`src/rtl/alu_seq_pkg.sv`:
```
// alu_seq_pkg: opcodes, FSM states, flag bit positions and op classification for alu_sequencer
package alu_seq_pkg;
  typedef enum logic [3:0] {
    OP_SUM  = 4'd0,
    OP_SUB  = 4'd1,
    OP_MULT = 4'd2,
    OP_DIV  = 4'd3,
    OP_MOD  = 4'd4,
    OP_AND  = 4'd5,
    OP_OR   = 4'd6,
    OP_XOR  = 4'd7,
    OP_SHR  = 4'd8,
    OP_SHL  = 4'd9
  } opcode_t;
  typedef enum logic [1:0] {IDLE, EXEC, DONE} state_t;
  localparam int FLAG_Z = 0;
  localparam int FLAG_N = 1;
  localparam int FLAG_C = 2;
  localparam int FLAG_V = 3;
  localparam int FLAG_E = 4;
  localparam logic [3:0] OP_LAST = 4'd9;
  function automatic logic is_multicycle(input logic [3:0] op);
    return (op == OP_DIV) || (op == OP_MOD);
  endfunction
endpackage

```
`src/rtl/Alu.sv`:
```
// Alu: combinational N-bit datapath exposing every operation on its own result bus
module Alu #(
  parameter int N = 4
) (
  input  logic [N-1:0] a,
  input  logic [N-1:0] b,
  output logic [N-1:0] sum,
  output logic [N-1:0] sub,
  output logic [N-1:0] mult,
  output logic [N-1:0] div,
  output logic [N-1:0] mod,
  output logic [N-1:0] and_r,
  output logic [N-1:0] or_r,
  output logic [N-1:0] xor_r,
  output logic [N-1:0] shr,
  output logic [N-1:0] shl
);
  assign sum   = a + b;
  assign sub   = a - b;
  assign mult  = a * b;
  assign div   = (b == '0) ? '0 : a / b;
  assign mod   = (b == '0) ? '0 : a % b;
  assign and_r = a & b;
  assign or_r  = a | b;
  assign xor_r = a ^ b;
  assign shr   = a >> b;
  assign shl   = a << b;
endmodule

```
`src/rtl/alu_flag_gen.sv`:
```
// alu_flag_gen: combinational status flags {E,V,C,N,Z} for a selected ALU result
module alu_flag_gen
  import alu_seq_pkg::*;
#(
  parameter int N = 4
) (
  input  logic [3:0]   op,
  input  logic [N-1:0] a,
  input  logic [N-1:0] b,
  input  logic [N-1:0] result,
  input  logic         err,
  output logic [4:0]   flags
);
  logic [N:0] sum_ext;
  logic       carry;
  logic       ovf;
  // carry and overflow are rebuilt here because the Alu buses are only N bits wide
  always_comb begin
    sum_ext = {1'b0, a} + {1'b0, b};
    carry   = (op == OP_SUM) ? sum_ext[N] : (op == OP_SUB) ? (a < b) : 1'b0;
    ovf     = (op == OP_SUM) ? (a[N-1] == b[N-1]) && (result[N-1] != a[N-1]) :
              (op == OP_SUB) ? (a[N-1] != b[N-1]) && (result[N-1] != a[N-1]) : 1'b0;
    flags         = '0;
    flags[FLAG_Z] = (result == '0);
    flags[FLAG_N] = result[N-1];
    flags[FLAG_C] = carry;
    flags[FLAG_V] = ovf;
    flags[FLAG_E] = err;
  end
endmodule

```
`src/rtl/alu_sequencer.sv`:
```
// alu_sequencer: valid/ready front-end for Alu with multicycle DIV/MOD; ALU_SEQ_ACCUM_EN adds an accumulator fed back as operand A
module alu_sequencer
  import alu_seq_pkg::*;
#(
  parameter int N        = 4,
  parameter int DIV_WAIT = 3
) (
  input  logic         clk,
  input  logic         rst,
  input  logic         in_valid,
  output logic         in_ready,
  input  logic [3:0]   in_op,
  input  logic [N-1:0] in_a,
  input  logic [N-1:0] in_b,
`ifdef ALU_SEQ_ACCUM_EN
  input  logic         in_acc,
`endif
  output logic         out_valid,
  input  logic         out_ready,
  output logic [N-1:0] out_result,
  output logic [4:0]   out_flags
);
  localparam int CW = (DIV_WAIT > 1) ? $clog2(DIV_WAIT) : 1;
  state_t       state;
  logic [CW-1:0] cnt;
  logic [3:0]   op_q;
  logic [N-1:0] a_q, b_q, a_sel, sel, result;
  logic [N-1:0] r_sum, r_sub, r_mult, r_div, r_mod, r_and, r_or, r_xor, r_shr, r_shl;
  logic         err;
  logic [4:0]   flags;
`ifdef ALU_SEQ_ACCUM_EN
  logic [N-1:0] acc;
  assign a_sel = in_acc ? acc : in_a;
`else
  assign a_sel = in_a;
`endif
  assign in_ready = (state == IDLE);
  assign err      = (op_q > OP_LAST) || (is_multicycle(op_q) && (b_q == '0));
  assign result   = err ? '0 : sel;

  Alu #(.N(N)) u_alu (
    .a(a_q), .b(b_q),
    .sum(r_sum), .sub(r_sub), .mult(r_mult), .div(r_div), .mod(r_mod),
    .and_r(r_and), .or_r(r_or), .xor_r(r_xor), .shr(r_shr), .shl(r_shl)
  );

  alu_flag_gen #(.N(N)) u_flags (
    .op(op_q), .a(a_q), .b(b_q), .result(result), .err(err), .flags(flags)
  );

  // pick the Alu bus named by the latched opcode
  always_comb begin
    sel = '0;
    case (op_q)
      OP_SUM:  sel = r_sum;
      OP_SUB:  sel = r_sub;
      OP_MULT: sel = r_mult;
      OP_DIV:  sel = r_div;
      OP_MOD:  sel = r_mod;
      OP_AND:  sel = r_and;
      OP_OR:   sel = r_or;
      OP_XOR:  sel = r_xor;
      OP_SHR:  sel = r_shr;
      OP_SHL:  sel = r_shl;
      default: sel = '0;
    endcase
  end

  // accept, wait out the divider, then hold the response until it is taken
  always_ff @(posedge clk or posedge rst) begin
    if (rst) begin
      state      <= IDLE;
      cnt        <= '0;
      op_q       <= '0;
      a_q        <= '0;
      b_q        <= '0;
      out_valid  <= 1'b0;
      out_result <= '0;
      out_flags  <= '0;
`ifdef ALU_SEQ_ACCUM_EN
      acc        <= '0;
`endif
    end else begin
      case (state)
        IDLE: if (in_valid) begin
          op_q  <= in_op;
          a_q   <= a_sel;
          b_q   <= in_b;
          cnt   <= (is_multicycle(in_op) && (in_b != '0)) ? CW'(DIV_WAIT - 1) : '0;
          state <= EXEC;
        end
        EXEC: if (cnt == '0) begin
          out_result <= result;
          out_flags  <= flags;
          out_valid  <= 1'b1;
          state      <= DONE;
        end else begin
          cnt <= cnt - CW'(1);
        end
        DONE: if (out_ready) begin
          out_valid <= 1'b0;
          state     <= IDLE;
`ifdef ALU_SEQ_ACCUM_EN
          acc       <= out_result;
`endif
        end
        default: state <= IDLE;
      endcase
    end
  end
endmodule

```
`config.mk`:
```
export PLATFORM = sky130hd
export DESIGN_NAME = alu_sequencer
export DESIGN_NICKNAME = d
export VERILOG_FILES = /design/src/rtl/alu_seq_pkg.sv /design/src/rtl/Alu.sv /design/src/rtl/alu_flag_gen.sv /design/src/rtl/alu_sequencer.sv
export SDC_FILE = /design/constraint.sdc
export NUM_CORES = 1
export LEC_CHECK = 0
export ABC_AREA = 1
export CAP_MARGIN = 25
export CORE_MARGIN = 8
export CORE_UTILIZATION = 45
export DETAILED_ROUTE_END_ITERATION = 7
export PLACE_DENSITY = 0.68
export SLEW_MARGIN = 30
export SYNTH_ARGS = -nofsm -noshare
export SYNTH_HDL_FRONTEND = slang
export SYNTH_SLANG_ARGS = --single-unit
```
`constraint.sdc`:
```
create_clock -name clk -period 5.4 [get_ports clk]
set_input_delay 0.81 -clock clk [delete_from_list [all_inputs] [get_ports clk]]
set_output_delay 0.81 -clock clk [all_outputs]
set_load 0.01 [all_outputs]
```
==> impl_metrics.toml <==
[run_status]
status = "completed"

[synthesis]
syn_nets = 448
ys_warn_count = 0
synthXorXnorAreaFrac_pct = 1.36
synthMuxAreaShare_pct = 0
synthSimpleGateAreaFrac_pct = 34.0
seq_area_frac_synth_pct = 24.3
synthesis.instances = 399
synth_area_um2 = 2570
synthAdderAreaFrac_pct = 16.9
avgSynthCellArea_um2 = 6.44
synth_top_family_by_area = "simple AND/OR/NAND/NOR gates"
ys_ff_latch = 25
synth_cell_types = 31
synth_compound_area_share_pct = 11.8

[grt]
grt_first_pass_wirelength_um = 11700
gr-total-overflow = 0
first_global_vias = 2559
antenna_found_initial = 0
grt_max_degree = 26
grtUsageTotal_pct = 16.7

[worst_setup_path]
required_ns = 5.55
reg2reg_slack_ns = 0.99
cp-start-kind = "flip-flop"
r2r_start = "b_q[0]$_DFFE_PP0P_"
startpoint = "b_q[0]$_DFFE_PP0P_"
arrival_ns = 4.56
worst_path_max_delay_cell = "fa_1"
critPathCaptureType = "flip-flop"
slowest_delay_ns = 0.44
worstReg2RegEnd = "out_result[2]$_DFFE_PP0P_"
critPathMostFrequentCell = "nand2_1"
crit_end = "out_result[2]$_DFFE_PP0P_"
reg2reg_depth = 30
cp_max_fo = 6
worst-setup-path-type = "reg -> reg"

[timing]
post-route-period-util_pct = 81.7
grt_setup_unrepaired = "no"
fmax_mhz = 227
fin_skew_ns = 0.00949
setup_viol_count_final = 0
timing.setup.tns_ns = 0
slew_viol_final = 0
whs_ns = 0.499
finalHoldViolCount = 0
max-slew-margin-rel_pct = 62.9
fin_crit_ns = 4.41
tightest_slew_ns = 0.557

[clock_network]
cts-buffers-inserted = 3
insertion_delay_ns = 0.27
cts_tree = "built"
htreeDepth = 1
max-clock-path-buffers = 2
hold_buffers = 0
cts_resized = 0
root_buffer = "clkbuf_8"
cts.sinks = 25
cts_setup_buffers = 0
clk_pin_slew_ns = 0.10

[placement]
gp_congestion = 0.959
hpwl_um = 5430
portBuffers = 26

[detailed_routing]
drc = 0
first_iter_violations = 206
antenna_left = 0
routed_wl_um = 6800
routed_via_density = 5.30
via_count = 2641
routedWlPerCell_um = 13.6
dr.pass1.iters = 5

[final_layout]
nets = 476
final_core_util_pct = 53.7
drive_above_1_share_pct = 3.52
syn_to_final_growth_pct = 15.0
diodes = 0

[die]
fp.dieArea_um2 = 8390
initial_utilization_pct = 46.7
die_h_um = 91.6
die_width_um = 91.6
num_io_pins = 27
core_area_um2 = 5510
rows = 27

[job]
drv_cap = 0

[hold_path]
min_path_type = "reg -> reg"
worst min path at each step:
stage,from,endpoint,depth (start not counted)
after floorplan,cnt[1]$_DFFE_PP0P_,cnt[1]$_DFFE_PP0P_,2
after global placement,out_valid$_DFFE_PP0P_,out_valid$_DFFE_PP0P_,2
after detailed placement,out_flags[0]$_DFFE_PP0P_,out_flags[0]$_DFFE_PP0P_,2
after CTS,out_valid$_DFFE_PP0P_,out_valid$_DFFE_PP0P_,2
after global routing,out_valid$_DFFE_PP0P_,out_valid$_DFFE_PP0P_,2
final,out_flags[0]$_DFFE_PP0P_,out_flags[0]$_DFFE_PP0P_,2
Yosys cell counts:
cell       instances  area share (%)
nand3_1           44             8.6
buf_2              1            0.19
xor2_1             1            0.34
inv_2              1            0.15
o21a_1             2            0.58
nand3b_1           1            0.29
nor2_2             2            0.49
or2_2              1            0.24
nand2_1          113              16
o21ai_2            1            0.34
nand4_1            7             1.7
xnor2_1            3             1.0
a21o_1             1            0.29
dfrtp_1           25              24
o2111ai_1          1            0.34
clkbuf_1           2            0.29
nor3b_1            1            0.29
nor2_4             1            0.44
a21oi_1           17             3.3
o22ai_1            2            0.49
inv_1             69              10
ha_1              30              15
o211ai_1           2            0.58
a21boi_0           1            0.29
nor2_1            33             4.8
buf_4              3            0.88
nor3_1             2            0.39
nand2_2            1            0.24
o21ai_0           27             5.3
fa_1               3             2.3
a32oi_1            1            0.34
logic make-up after synthesis:
group | after synthesis
compound gates | 55
xor+xnor | 4
fa+ha+maj | 33
buf+inv | 76
flops | 25
simple gates | 206
state kept, by name, summed over array words and instances (netlist names):
| signal | flops |
|---|---|
| out_flags | 5 |
| a_q | 4 |
| b_q | 4 |
| op_q | 4 |
| out_result | 3 |
| cnt | 2 |
| state | 2 |
| out_valid | 1 |
cells in the final DEF, fill, tap and decap left out, types with 2 or more instances in the layout:
cell type and n:
nand2_1 113, inv_1 68, nand3_1 44, nor2_1 33, ha_1 30, o21ai_0 27
clkdlybuf4s50_1 26, dfrtp_1 25, a21oi_1 17, nand4_1 7, xnor2_1 3, fa_1 3
clkbuf_8 3, buf_4 3, nor3_1 2, o21a_1 2, o211ai_1 2, o22ai_1 2
inv_2 2, nor2_2 2
area by class of cell:
class                   count  area [um2]
well taps                  72        90.1
clock inverters             1        7.51
inverters                  70         263
flip-flops and latches     25         626
repair buffers             29         283
fillers                   552        2550
multi-input cells         298        1650
clock buffers               3        41.3
routing by layer:
metal,wire length [um],vias to the layer above,GRT usage [%]
li1,-,1329,-
met1,3020,1206,20.8
met2,3210,95,28.6
met3,429,11,2.80
met4,131,0,5.05
met5,0,-,0
through the flow:
stage	setup slack [ns]	cell area (um2)	std cells
after floorplan	1.34	2570	399
after global placement	1.07	2910	494
after detailed placement	1.01	2910	494
after CTS	0.994	2960	498
after global routing	0.439	2960	498
final	0.986	2960	498
worst max-delay path: cells and delay by family, from the launching register on:
family                     cells  cell delay [ns]
AOI/OAI and AO/OA              3             0.38
DFF                            1             0.39
and+or+nand+nor               17             1.53
adders and majority gates      4             1.39
buffers and inverters          6             0.57
Power is not shown: default switching activity piles up to over one toggle a cycle in this logic, so the estimate is an artifact.
==> RTL change: new RTL, config.mk and constraints unchanged <==
`N` is set to 4 in 3 places; all go to 8.
--- a/src/rtl/Alu.sv
+++ b/src/rtl/Alu.sv
@@ -1,5 +1,5 @@
 // Alu: combinational N-bit datapath exposing every operation on its own result bus
 module Alu #(
-  parameter int N = 4
+  parameter int N = 8
 ) (
   input  logic [N-1:0] a,
--- a/src/rtl/alu_flag_gen.sv
+++ b/src/rtl/alu_flag_gen.sv
@@ -3,5 +3,5 @@
   import alu_seq_pkg::*;
 #(
-  parameter int N = 4
+  parameter int N = 8
 ) (
   input  logic [3:0]   op,
--- a/src/rtl/alu_sequencer.sv
+++ b/src/rtl/alu_sequencer.sv
@@ -3,5 +3,5 @@
   import alu_seq_pkg::*;
 #(
-  parameter int N        = 4,
+  parameter int N        = 8,
   parameter int DIV_WAIT = 3
 ) (
Interface: changed (resized in_a, in_b and out_result); port bits go from 27 to 39. The function was not compared with the original's and may differ.
==> RTL change against the original RTL <==
- the run now ends with negative setup slack left
- worst setup slack got worse by 4.3 ns
- routed wire length increased to 3.4 times the old value
- area after synthesis increased by 140%
- sequential cell count increased by 12
- hold slack got worse by 0.025 ns
- non-clock buffer count increased by 180
- design area increased to 3.1 times the old value
- critical endpoint is now out_flags[0]$_DFFE_PP0P_
Power is not shown: default switching activity piles up to over one toggle a cycle in this logic, so the estimate is an artifact.
==> RTL change: results (changes against the original RTL) <==
[grt]
grt_pass1_vias = 7042  ; +180%
grt_max_degree = 40  ; +54%
grt_first_pass_wirelength_um = 35700  ; +200%
grt_use_total = 0.246  ; +0.0792

[cts]
clk_latency_ns = 0.29  ; +0.02 ns
cts_inserted_buffers = 5  ; +2
postCtsSetupBuffers = 16  ; +16
ctsResizeCount = 52  ; +52
htreeDepth = 2  ; +1
cts.path.max_buffers = 2  ; unchanged
clk_root_buffer_cell = clkbuf_16
path_clk_slew_ns = 0.07  ; -0.03 ns

[logic_synthesis]
yosys-top-cells-count = nand2_1 (249), inv_1 (150), ha_1 (80)
synthDistinctLibCells = 52  ; +68%
synthTopCellsByArea = ha_1 (16%), nand2_1 (15%), dfrtp_1 (15%)
syn_nets = 1076  ; +140%
synthAdderAreaFrac = 0.210  ; +0.0411
synth-compound-area-share = 0.131  ; +0.0123
synth_xor_area_frac = 0.0465  ; +0.0329
synth_top_flop_cell = dfrtp_1
yosysSeqAreaShare = 0.150  ; -0.0935
synthMuxAreaShare = 0  ; unchanged
synthCells = 957  ; +140%

[placed_design]
hpwlAfterDp_um = 17100  ; +220%
io_buffer_count = 38  ; +46%
gp_congestion = 0.994  ; +3.6%
dp_slack_ns = -3.14  ; -4.15 ns

[layout]
reg_top3 = a_q: 8 flops, b_q: 8 flops, out_result: 7 flops
drive_gt1_frac = 0.329  ; +0.294
nets = 1273  ; +170%
antennaDiodeCount = 0  ; unchanged
fillCellCount = 1216  ; +120%

[worst_setup_path]
regToRegStartpoint = a_q[7]$_DFFE_PP0P_
critical-path-max-stage-delay_ns = 0.42  ; -0.02 ns
worst_path_max_delay_cell = dfrtp_1
arrival_ns = 8.91  ; +4.35 ns
crit_type = reg2reg
worst-r2r-cell-count = 70  ; +130%
crit_end = out_flags[0]$_DFFE_PP0P_

[worst_hold_path]
hold_path_class = reg2reg
min_to = out_result[1]$_DFFE_PP0P_
holdCritStartpoint = out_result[1]$_DFFE_PP0P_

[routing]
drt-total-wl_um = 23200  ; +240%
drt_iter0_markers = 514  ; +150%
wl_per_cell_um = 17.4  ; +27%
first_pass_iters = 6  ; +1
avgViaCountPerCell = 5.39  ; +1.6%

[die]
rows = 43  ; +59%

[timing]
layout_setup_ws_ns = -3.33  ; -4.32 ns
max_slew_margin = 0.576  ; -0.0528
clock_skew_ns = 0.00985  ; +0.000361 ns
finalSetupViolCount = 10  ; +10

[run_status]
outcome = complete, but fails checks
violations = negative setup slack

==> RTL change: area by class of cell <==
cell class,instances,share of cell area
multi-input combinational,745,0.603
timing repair buffer,209,0.187
clock buffer,5,0.0137
clock inverter,2,0.00383
inverter,156,0.0664
sequential,37,0.101
tap,180,0.0246
==> RTL change: per-layer routing <==
layer,global-route usage,up-vias,wire (um),share of wire
li1,-,3494,-,-
met1,0.315,3362,9770,0.42
met2,0.413,261,11100,0.48
met3,0.0335,74,1430,0.062
met4,0.0892,0,894,0.039
met5,0,-,0,0
==> RTL change: through the flow <==
step	hold WS, ns	area [um2]	util	TNS (ns)
2_1_floorplan	0.457	6570	-	-25.28
3_3_place_gp	0.465	8090	0.592	-29.03
3_5_place_dp	0.465	8090	0.592	-30.67
4_1_cts	0.481	8620	0.631	-27.97
5_1_grt	0.493	9150	0.670	-36.44
6_report	0.475	9150	0.670	-32.28
